## src/rtl/instr_fetch_pkg.sv

```systemverilog
// Shared constants and types for the instruction fetch stage.
package fetch_pkg;

    localparam int unsigned XLEN = 32;

    localparam logic [XLEN-1:0] RESET_PC_DEF = 32'h8000_0000;
    localparam logic [XLEN-1:0] IRQ_VEC_DEF  = 32'h8000_0004;
    localparam logic [XLEN-1:0] EXC_VEC_DEF  = 32'h8000_0008;
    localparam logic [XLEN-1:0] NOP          = 32'h0000_0000;

    typedef enum logic [2:0] {
        SEL_SEQ,
        SEL_HOLD,
        SEL_REDIR,
        SEL_IRQ,
        SEL_EXC
    } next_pc_sel_e;

    // Sequential step: kernel/user bit is sticky, low 31 bits wrap.
    function automatic logic [XLEN-1:0] pc_inc(input logic [XLEN-1:0] pc);
        return {pc[XLEN-1], 31'(pc[XLEN-2:0] + 31'd4)};
    endfunction

endpackage

```

## src/rtl/instr_fetch_if.sv

```systemverilog
// Fetch-stage bus: ROM port, pipeline control inputs and IF/ID outputs.
interface instr_fetch_if;
    import fetch_pkg::*;

    logic [XLEN-1:0] rom_addr;
    logic [XLEN-1:0] rom_data;
    logic            stall;
    logic            flush;
    logic            redirect_valid;
    logic [XLEN-1:0] redirect_pc;
    logic            irq;
    logic            exc;
    logic [XLEN-1:0] if_instr;
    logic [XLEN-1:0] if_pc;
    logic [XLEN-1:0] if_pc_plus4;
    logic            if_valid;
    logic            trap_taken;
    logic [XLEN-1:0] epc;

    modport master (
        output rom_addr, if_instr, if_pc, if_pc_plus4, if_valid, trap_taken, epc,
        input  rom_data, stall, flush, redirect_valid, redirect_pc, irq, exc
    );

    modport slave (
        input  rom_addr, if_instr, if_pc, if_pc_plus4, if_valid, trap_taken, epc,
        output rom_data, stall, flush, redirect_valid, redirect_pc, irq, exc
    );
endinterface

```

## src/rtl/instr_fetch_next_pc.sv

```systemverilog
// Next-PC priority select: exc > irq > redirect > stall > sequential.
// Interrupt path present only when INSTR_FETCH_IRQ_EN is defined.
module instr_fetch_next_pc
    import fetch_pkg::*;
#(
    parameter logic [XLEN-1:0] IRQ_VEC = IRQ_VEC_DEF,
    parameter logic [XLEN-1:0] EXC_VEC = EXC_VEC_DEF
) (
    input  logic [XLEN-1:0] pc,
    input  logic            stall,
    input  logic            redirect_valid,
    input  logic [XLEN-1:0] redirect_pc,
    input  logic            irq,
    input  logic            exc,
    output next_pc_sel_e    sel_c,
    output logic [XLEN-1:0] next_pc_c
);

    logic irq_take;

`ifdef INSTR_FETCH_IRQ_EN
    // Level request is only honoured in user mode on a non-stalled cycle.
    assign irq_take = irq && !pc[XLEN-1] && !stall;
`else
    logic unused_irq;
    assign unused_irq = irq;
    assign irq_take   = 1'b0;
`endif

    always_comb begin
        sel_c = SEL_SEQ;
        if (exc)                 sel_c = SEL_EXC;
        else if (irq_take)       sel_c = SEL_IRQ;
        else if (redirect_valid) sel_c = SEL_REDIR;
        else if (stall)          sel_c = SEL_HOLD;
    end

    always_comb begin
        next_pc_c = pc_inc(pc);
        unique case (sel_c)
            SEL_EXC:   next_pc_c = EXC_VEC;
`ifdef INSTR_FETCH_IRQ_EN
            SEL_IRQ:   next_pc_c = IRQ_VEC;
`endif
            SEL_REDIR: next_pc_c = {redirect_pc[XLEN-1:2], 2'b00};
            SEL_HOLD:  next_pc_c = pc;
            default:   next_pc_c = pc_inc(pc);
        endcase
    end

`ifndef INSTR_FETCH_IRQ_EN
    logic [XLEN-1:0] unused_irq_vec;
    assign unused_irq_vec = IRQ_VEC;
`endif

endmodule

```

## src/rtl/instr_fetch.sv

```systemverilog
// Instruction fetch stage: PC register, IF/ID register and trap entry.
// Optional interrupt support via INSTR_FETCH_IRQ_EN.
module instr_fetch
    import fetch_pkg::*;
#(
    parameter logic [XLEN-1:0] RESET_PC = RESET_PC_DEF,
    parameter logic [XLEN-1:0] IRQ_VEC  = IRQ_VEC_DEF,
    parameter logic [XLEN-1:0] EXC_VEC  = EXC_VEC_DEF
) (
    input  logic          clk,
    input  logic          reset,
    instr_fetch_if.master bus
);

    logic [XLEN-1:0] pc;
    logic [XLEN-1:0] next_pc;
    next_pc_sel_e    sel;
    logic            trap;
    logic            bubble;

    instr_fetch_next_pc #(
        .IRQ_VEC (IRQ_VEC),
        .EXC_VEC (EXC_VEC)
    ) u_next_pc (
        .pc             (pc),
        .stall          (bus.stall),
        .redirect_valid (bus.redirect_valid),
        .redirect_pc    (bus.redirect_pc),
        .irq            (bus.irq),
        .exc            (bus.exc),
        .sel_c          (sel),
        .next_pc_c      (next_pc)
    );

    assign trap         = (sel == SEL_EXC) || (sel == SEL_IRQ);
    // A stalled redirect cannot keep the held instruction, so it bubbles too.
    assign bubble       = trap || bus.flush || (bus.redirect_valid && bus.stall);
    assign bus.rom_addr = pc;

    always_ff @(posedge clk) begin
        if (reset) begin
            pc <= RESET_PC;
        end else begin
            pc <= next_pc;
        end
    end

    always_ff @(posedge clk) begin
        if (reset) begin
            bus.if_instr    <= NOP;
            bus.if_pc       <= '0;
            bus.if_pc_plus4 <= '0;
            bus.if_valid    <= 1'b0;
        end else if (bubble) begin
            bus.if_instr    <= NOP;
            bus.if_pc       <= pc;
            bus.if_pc_plus4 <= pc_inc(pc);
            bus.if_valid    <= 1'b0;
        end else if (!bus.stall) begin
            bus.if_instr    <= bus.rom_data;
            bus.if_pc       <= pc;
            bus.if_pc_plus4 <= pc_inc(pc);
            bus.if_valid    <= 1'b1;
        end
    end

    // Resume point is the redirect target if one lands with the trap.
    always_ff @(posedge clk) begin
        if (reset) begin
            bus.trap_taken <= 1'b0;
            bus.epc        <= '0;
        end else begin
            bus.trap_taken <= trap;
            if (trap) begin
                bus.epc <= bus.redirect_valid ? bus.redirect_pc : pc;
            end
        end
    end

endmodule
```

## src/flat_wrapper.sv

```systemverilog
// flat-port wrapper written by rule: the top's interface ports become plain ports
module instr_fetch_flat import fetch_pkg::*;
#(
    parameter logic [XLEN-1:0] RESET_PC = RESET_PC_DEF,
    parameter logic [XLEN-1:0] IRQ_VEC  = IRQ_VEC_DEF,
    parameter logic [XLEN-1:0] EXC_VEC  = EXC_VEC_DEF
)
  (clk, reset, bus_rom_addr, bus_if_instr, bus_if_pc, bus_if_pc_plus4, bus_if_valid, bus_trap_taken, bus_epc, bus_rom_data, bus_stall, bus_flush, bus_redirect_valid, bus_redirect_pc, bus_irq, bus_exc);
  instr_fetch_if bus_i ();
  input  logic clk;
  input  logic reset;
  output wire logic [$bits(bus_i.rom_addr)-1:0] bus_rom_addr;
  output wire logic [$bits(bus_i.if_instr)-1:0] bus_if_instr;
  output wire logic [$bits(bus_i.if_pc)-1:0] bus_if_pc;
  output wire logic [$bits(bus_i.if_pc_plus4)-1:0] bus_if_pc_plus4;
  output wire logic [$bits(bus_i.if_valid)-1:0] bus_if_valid;
  output wire logic [$bits(bus_i.trap_taken)-1:0] bus_trap_taken;
  output wire logic [$bits(bus_i.epc)-1:0] bus_epc;
  input wire logic [$bits(bus_i.rom_data)-1:0] bus_rom_data;
  input wire logic [$bits(bus_i.stall)-1:0] bus_stall;
  input wire logic [$bits(bus_i.flush)-1:0] bus_flush;
  input wire logic [$bits(bus_i.redirect_valid)-1:0] bus_redirect_valid;
  input wire logic [$bits(bus_i.redirect_pc)-1:0] bus_redirect_pc;
  input wire logic [$bits(bus_i.irq)-1:0] bus_irq;
  input wire logic [$bits(bus_i.exc)-1:0] bus_exc;
  assign bus_rom_addr = bus_i.rom_addr;
  assign bus_if_instr = bus_i.if_instr;
  assign bus_if_pc = bus_i.if_pc;
  assign bus_if_pc_plus4 = bus_i.if_pc_plus4;
  assign bus_if_valid = bus_i.if_valid;
  assign bus_trap_taken = bus_i.trap_taken;
  assign bus_epc = bus_i.epc;
  assign bus_i.rom_data = bus_rom_data;
  assign bus_i.stall = bus_stall;
  assign bus_i.flush = bus_flush;
  assign bus_i.redirect_valid = bus_redirect_valid;
  assign bus_i.redirect_pc = bus_redirect_pc;
  assign bus_i.irq = bus_irq;
  assign bus_i.exc = bus_exc;
  instr_fetch #(.RESET_PC(RESET_PC), .IRQ_VEC(IRQ_VEC), .EXC_VEC(EXC_VEC)) u_core (.clk(clk), .reset(reset), .bus(bus_i));
endmodule
```

## config.mk

```make
export PLATFORM = sky130hd
export DESIGN_NAME = instr_fetch_flat
export DESIGN_NICKNAME = d
export VERILOG_FILES = /design/src/rtl/instr_fetch_pkg.sv /design/src/rtl/instr_fetch_if.sv /design/src/rtl/instr_fetch_next_pc.sv /design/src/rtl/instr_fetch.sv /design/src/flat_wrapper.sv
export SDC_FILE = /design/constraint.sdc
export NUM_CORES = 1
export LEC_CHECK = 0
export CORE_ASPECT_RATIO = 1.4
export CORE_UTILIZATION = 65
export CTS_BUF_LIST = sky130_fd_sc_hd__clkbuf_8
export CTS_CLUSTER_SIZE = 10
export DETAILED_ROUTE_END_ITERATION = 7
export DONT_BUFFER_PORTS = 1
export PLACE_DENSITY_LB_ADDON = 0.12
export RECOVER_POWER = 25
export SLEW_MARGIN = 20
export SYNTH_ARGS = -nofsm -noshare
export SYNTH_HDL_FRONTEND = slang
export SYNTH_HIERARCHICAL = 1
export SYNTH_SLANG_ARGS = --single-unit
```

## constraint.sdc

```tcl
create_clock -name clk -period 6.2 [get_ports clk]
set_input_delay 1.24 -clock clk [delete_from_list [all_inputs] [get_ports clk]]
set_output_delay 1.24 -clock clk [all_outputs]
set_load 0.005 [all_outputs]
```

* Word-level counts from Yosys, hierarchy flattened
Index checks and enable logic that the tools add are counted.
** Word-level totals
- Register bits :: 162
- Input port bits :: 71
- Output and inout port bits :: 162
- Logic and storage cells :: 31
** Operators by class
- $add $sub $neg :: 1
- Equality and inequality tests :: 5
- Muxes and demuxes :: 9
- Bitwise operators :: 1
- Reductions and logical operators :: 7
** Operators by type and width (number)
- 2-to-1 mux 32 bit :: 5
- case mux 32 bit (3 select lines) :: 1
- adder 31 x 3 -> 31 bit, second input constant :: 1
- equality test 3 x 2 -> 1 bit, second input constant :: 2
- equality test 3 x 1 -> 1 bit, second input constant :: 1
- equality test 3 bit, second input constant :: 1
- logical OR 1 bit :: 3
- 2-to-1 mux 3 bit :: 1
- 2-to-1 mux 2 bit :: 1
- != test 2 x 1 -> 1 bit, second input constant :: 1
- AND reduction 2 bit :: 1
- nonzero test 2 bit :: 1
- OR reduction 2 bit :: 1
- logical AND 1 bit :: 1
- 2-to-1 mux 1 bit :: 1
- inverter 1 bit :: 1

* Longest topological paths before layout
- Depth after elaboration :: 8
- Gate-level depth with buffers :: 12
- Depth with buffers taken out :: 7

* Cells and area by module
The synthesis kept the hierarchy.
** Modules (own cells, without submodules)
- instr_fetch :: instances 1, cells each 649, area each 6143.4 um^2, sequential area each 3183.1 um^2
- instr_fetch_next_pc :: instances 1, cells each 171, area each 1087.3 um^2, sequential area each 0.0 um^2

* Least setup slack after synthesis
Ideal clock, no wire load.
- Path type :: input to register
- From :: in bus_redirect_valid
- To :: reg u_core.bus.if_pc_plus4[25]
- Arrival time :: 3.497 ns
- Required time :: 6.120 ns
- Slack :: 2.623 ns
- Stages :: 12
- Cells stage by stage :: clkbuf_1 clkinv_1 clkbuf_1 buf_1 nor2_1 or3b_1 nand2_1 or4b_1 buf_2 buf_6 buf_4 a211oi_2
** On the way
- Cells in the longest elaborated chain, start to end :: 7
- Elaborated cells between the ends (all ways) :: 10
- Classes of those cells :: 3 x eq/ne; 3 x mux; 4 x reduce/logical
** Ends and longest elaborated chain
- from (decl) :: RTL line flat_wrapper.sv:22 : input wire logic [$bits(bus_i.redirect_valid)-1:0] bus_redirect_valid;
- 2-to-1 mux 2 bit * :: RTL line instr_fetch_next_pc.sv:34 : else if (redirect_valid) sel_c = SEL_REDIR;
- 2-to-1 mux 3 bit * :: RTL line instr_fetch_next_pc.sv:32 : if (exc) sel_c = SEL_EXC;
- named net u_core.sel[1] :: RTL line instr_fetch.sv:17 : next_pc_sel_e sel;
- equality test 3 bit / equality test 3 x 2 -> 1 bit (equally long branches) :: RTL line instr_fetch.sv:35 : assign trap = (sel == SEL_EXC) || (sel == SEL_IRQ);
- logical OR 1 bit * :: RTL line instr_fetch.sv:35
- logical OR 1 bit * (2 in series) :: RTL line instr_fetch.sv:37 : assign bubble = trap || bus.flush || (bus.redirect_valid && bus.stall);
- != test 2 x 1 -> 1 bit (no source line) / 2-to-1 mux 32 bit (equally long branches)
- to (signal assigned) :: RTL line instr_fetch.sv:57 : bus.if_pc_plus4 <= pc_inc(pc);
- to (signal assigned) :: RTL line instr_fetch.sv:62 : bus.if_pc_plus4 <= pc_inc(pc);
- to (decl) :: RTL line instr_fetch_if.sv:21 : output rom_addr, if_instr, if_pc, if_pc_plus4, if_valid, trap_taken, epc,
Mark *: on every way through the listed nets, which the timed path passes. The rest lies on a longest branch.
A chain may end at the register's enable or synchronous reset.

* Worst setup path after layout
- From :: in bus_redirect_valid
- To :: reg u_core.bus.if_pc_plus4[24]
Same word-level chain as after synthesis.

==> results.ini <==
[placed_design]
portBuffers=0
place_ws_ps=2500
dpl_cell_area_mm2=0.00717
dp_cells=901
dpl.hpwl_um=12300
gp_congestion=0.834

[power_and_ir_drop]
pwr-share-seq_pct=54.2
p_clk_share_pct=39.1
sw_frac_of_total_pct=25.2
vdd_ir_drop_max_uv=203
p_int_mw=1.55
p_per_area_mw_per_mm2=274
p_sw_mw=0.525
power_frac_comb_pct=6.7
leakagePower_nw=2.82

[critical_path]
crit_path_end_kind=register
crit_type=input port to register
arrival_ps=3640
rr_startpoint=u_core/bus.rom_addr[2]
critPathLaunch=bus_redirect_valid
rr_worst_depth=7
startpoint_type=input port
cp.required_ps=6570
crit_fanout=89

[route]
via_per_inst=6.26
wl_per_cell_um=20.0
via_count=5836
routed_wl_um=18600
drt_iter0_drc=368
drc=0
ant_nets=0
drt-pass1-iter-count=8

[hold_path]
min-delay-start=u_core/bus.if_pc[15]
hold-path-cell-count=2
worstHoldPathType=register to register

[clocking]
cts_hold_buffers=0
tritoncts=done
clockBufferDepth=2
cts.clk_slew.worst_paths_ps=80
htreeDepth=4
cts.sinks=159
cts_root_buffer=clkbuf_8
cts-resized-gates=0
insertion_delay_ps=450
numCtsBuffers=17
cts_setup_buffers=0

[synth]
synth_nets=893
syn_area_per_cell_um2=8.82
synth_area_mm2=0.00723
synthCells=820
synth_top_family_by_area=simple AND/OR/NAND/NOR gates
synthMuxAreaShare_pct=9.41
synth_compound_area_share_pct=12.9
synth.distinct_cells=50
yosys_register_bits=159
synth-adder-area-share_pct=0.346
synthSimpleGateAreaFrac_pct=22.8
synth_warnings=6
ys_seq_area_share_pct=44.0
yosys.area_share.xor_xnor_pct=6.42

[sta]
rsz0062_at_grt=false
setup_viol=0
finClkSkew_ps=12.9
fin_crit_sh_pct=52.8
slew_headroom_pct=-27.1
clock.fmax_ghz=0.306
whs_ps=471
final_hold_viol_count=0
worst_pin_slew_ps=1910
fin_setup_tns_ps=0
min_period_ps=3270
setup_slack_ps=2930
drv_slew=43

[grt]
globalRouteOverflowTotal=0
grt_pass1_wl_um=28900
grt_pass1_vias=5720
antenna_found_initial=0
gr-usage-all-layers_pct=31.8
grt_max_degree=128

[cells_and_area]
instances_no_fill=933
n_antenna_cell=0
drive_gt1_share_pct=6.94
postLayoutCellArea_mm2=0.00759
fin_nets=852
layout_commonest_cell=dfxtp_1
final_cell_mix=dfxtp_1 (159), nor2_1 (121), nand2_1 (96)
area_growth_pct=5.00

[die]
core_mm2=0.0108
dieArea_mm2=0.0116
row_count=45
die_w_um=91.1
die_y_um=127
start_util_pct=66.9
io_pins=233

[flow_run]
maxCapViolCount=1

[status]
outcome=finished, violations left
violations=capacitance limit, slew limit

## sequential cells by signal, indices dropped and copies added, names as in the netlist
name,flops
u_core/bus.if_instr,32
u_core/bus.if_valid,1
u_core/bus.if_pc,32
u_core/bus.rom_addr,32
u_core/bus.if_pc_plus4,29
u_core/bus.epc,32
u_core/bus.trap_taken,1
## critical path: stages
cell and delay [ps]:
nor2_1 40, and2_0 170, or3b_1 420, nand2_2 460, or4b_4 900, nor2_1 120
a211oi_2 240
## through the flow
| step | power (mW) | utilization (%) |
|---|---|---|
| detailed placement | 1.29 | 66.3 |
| floorplan | 1.28 | - |
| finish | 2.08 | 70.2 |
| global route | 2.15 | 70.2 |
| global placement | 1.28 | 66.3 |
| CTS | 2.08 | 70.3 |
## layout make-up
class                      count  area [um^2]
multi-input combinational    592         3770
fill                         884         3220
sequential                   159         3180
clock buffer                  19          262
tap                          141          176
clock inverter                13          164
inverter                       6         22.5
timing repair buffer           3         18.8
## Yosys cell counts (all sizes together)
cell type	instances	area, um^2
and2	7	43.8
a21oi	44	220
mux2i	68	681
nand4b	2	17.5
buf	20	113
o21ai	2	10.0
nor4b	1	15.0
a2111oi	1	8.76
or4b	1	10.0
or3b	1	8.76
dfxtp	159	3180
nor2b	33	206
inv	5	18.8
xor2	26	228
clkinv	1	3.75
or2	1	6.26
ha	2	25.0
o21a	1	7.51
and4	7	62.6
or3	1	6.26
o22ai	3	18.8
nor2	121	454
nand3b	2	15.0
a311oi	1	8.76
nand3	17	90.1
and3	4	26.3
nor3	13	76.3
xnor2	27	236
a211o	1	8.76
nand4	15	145
nand2b	1	6.26
a211oi	75	613
nand2	97	364
a2111o	1	11.3
nor4	12	90.1
clkbuf	43	161
nor3b	1	7.51
o21bai	3	22.5
## final timing paths
path	slack (ps)	end
worst min register to register	470	u_core/bus.if_pc[15]
worst max-delay path	2930	u_core/bus.if_pc_plus4[24]
worst max register to register	3560	u_core/bus.rom_addr[20]
worst min-delay path	470	u_core/bus.if_pc[15]
## logic make-up (layout without fill, tap and decap cells)
| family | Yosys count | after routing |
|---|---|---|
| flops | 159 | 159 |
| fa+ha+maj | 2 | 2 |
| mux | 68 | 68 |
| buf+inv | 69 | 41 |
| compound gates | 132 | 132 |
| simple gates | 337 | 337 |
| xor+xnor | 53 | 53 |
## metal layers
metal  GRT usage (%)  up-vias  routed length [um]
met3            10.8       52                1660
met1            34.2     2747                6820
met2            54.8      280                9390
met5               0        -                   0
met4            17.6        0                 764
li1                -     2757                   -
## power groups by stage
stage / logic [mW] / registers [mW] / clock network, mW
6_report: 0.139 / 1.13 / 0.813
5_1_grt: 0.155 / 1.13 / 0.863
4_1_cts: 0.138 / 1.13 / 0.818
3_5_place_dp: 0.137 / 1.15 / 0
3_3_place_gp: 0.129 / 1.15 / 0
2_1_floorplan: 0.146 / 1.13 / 0
(Power assumes the default switching activity.)
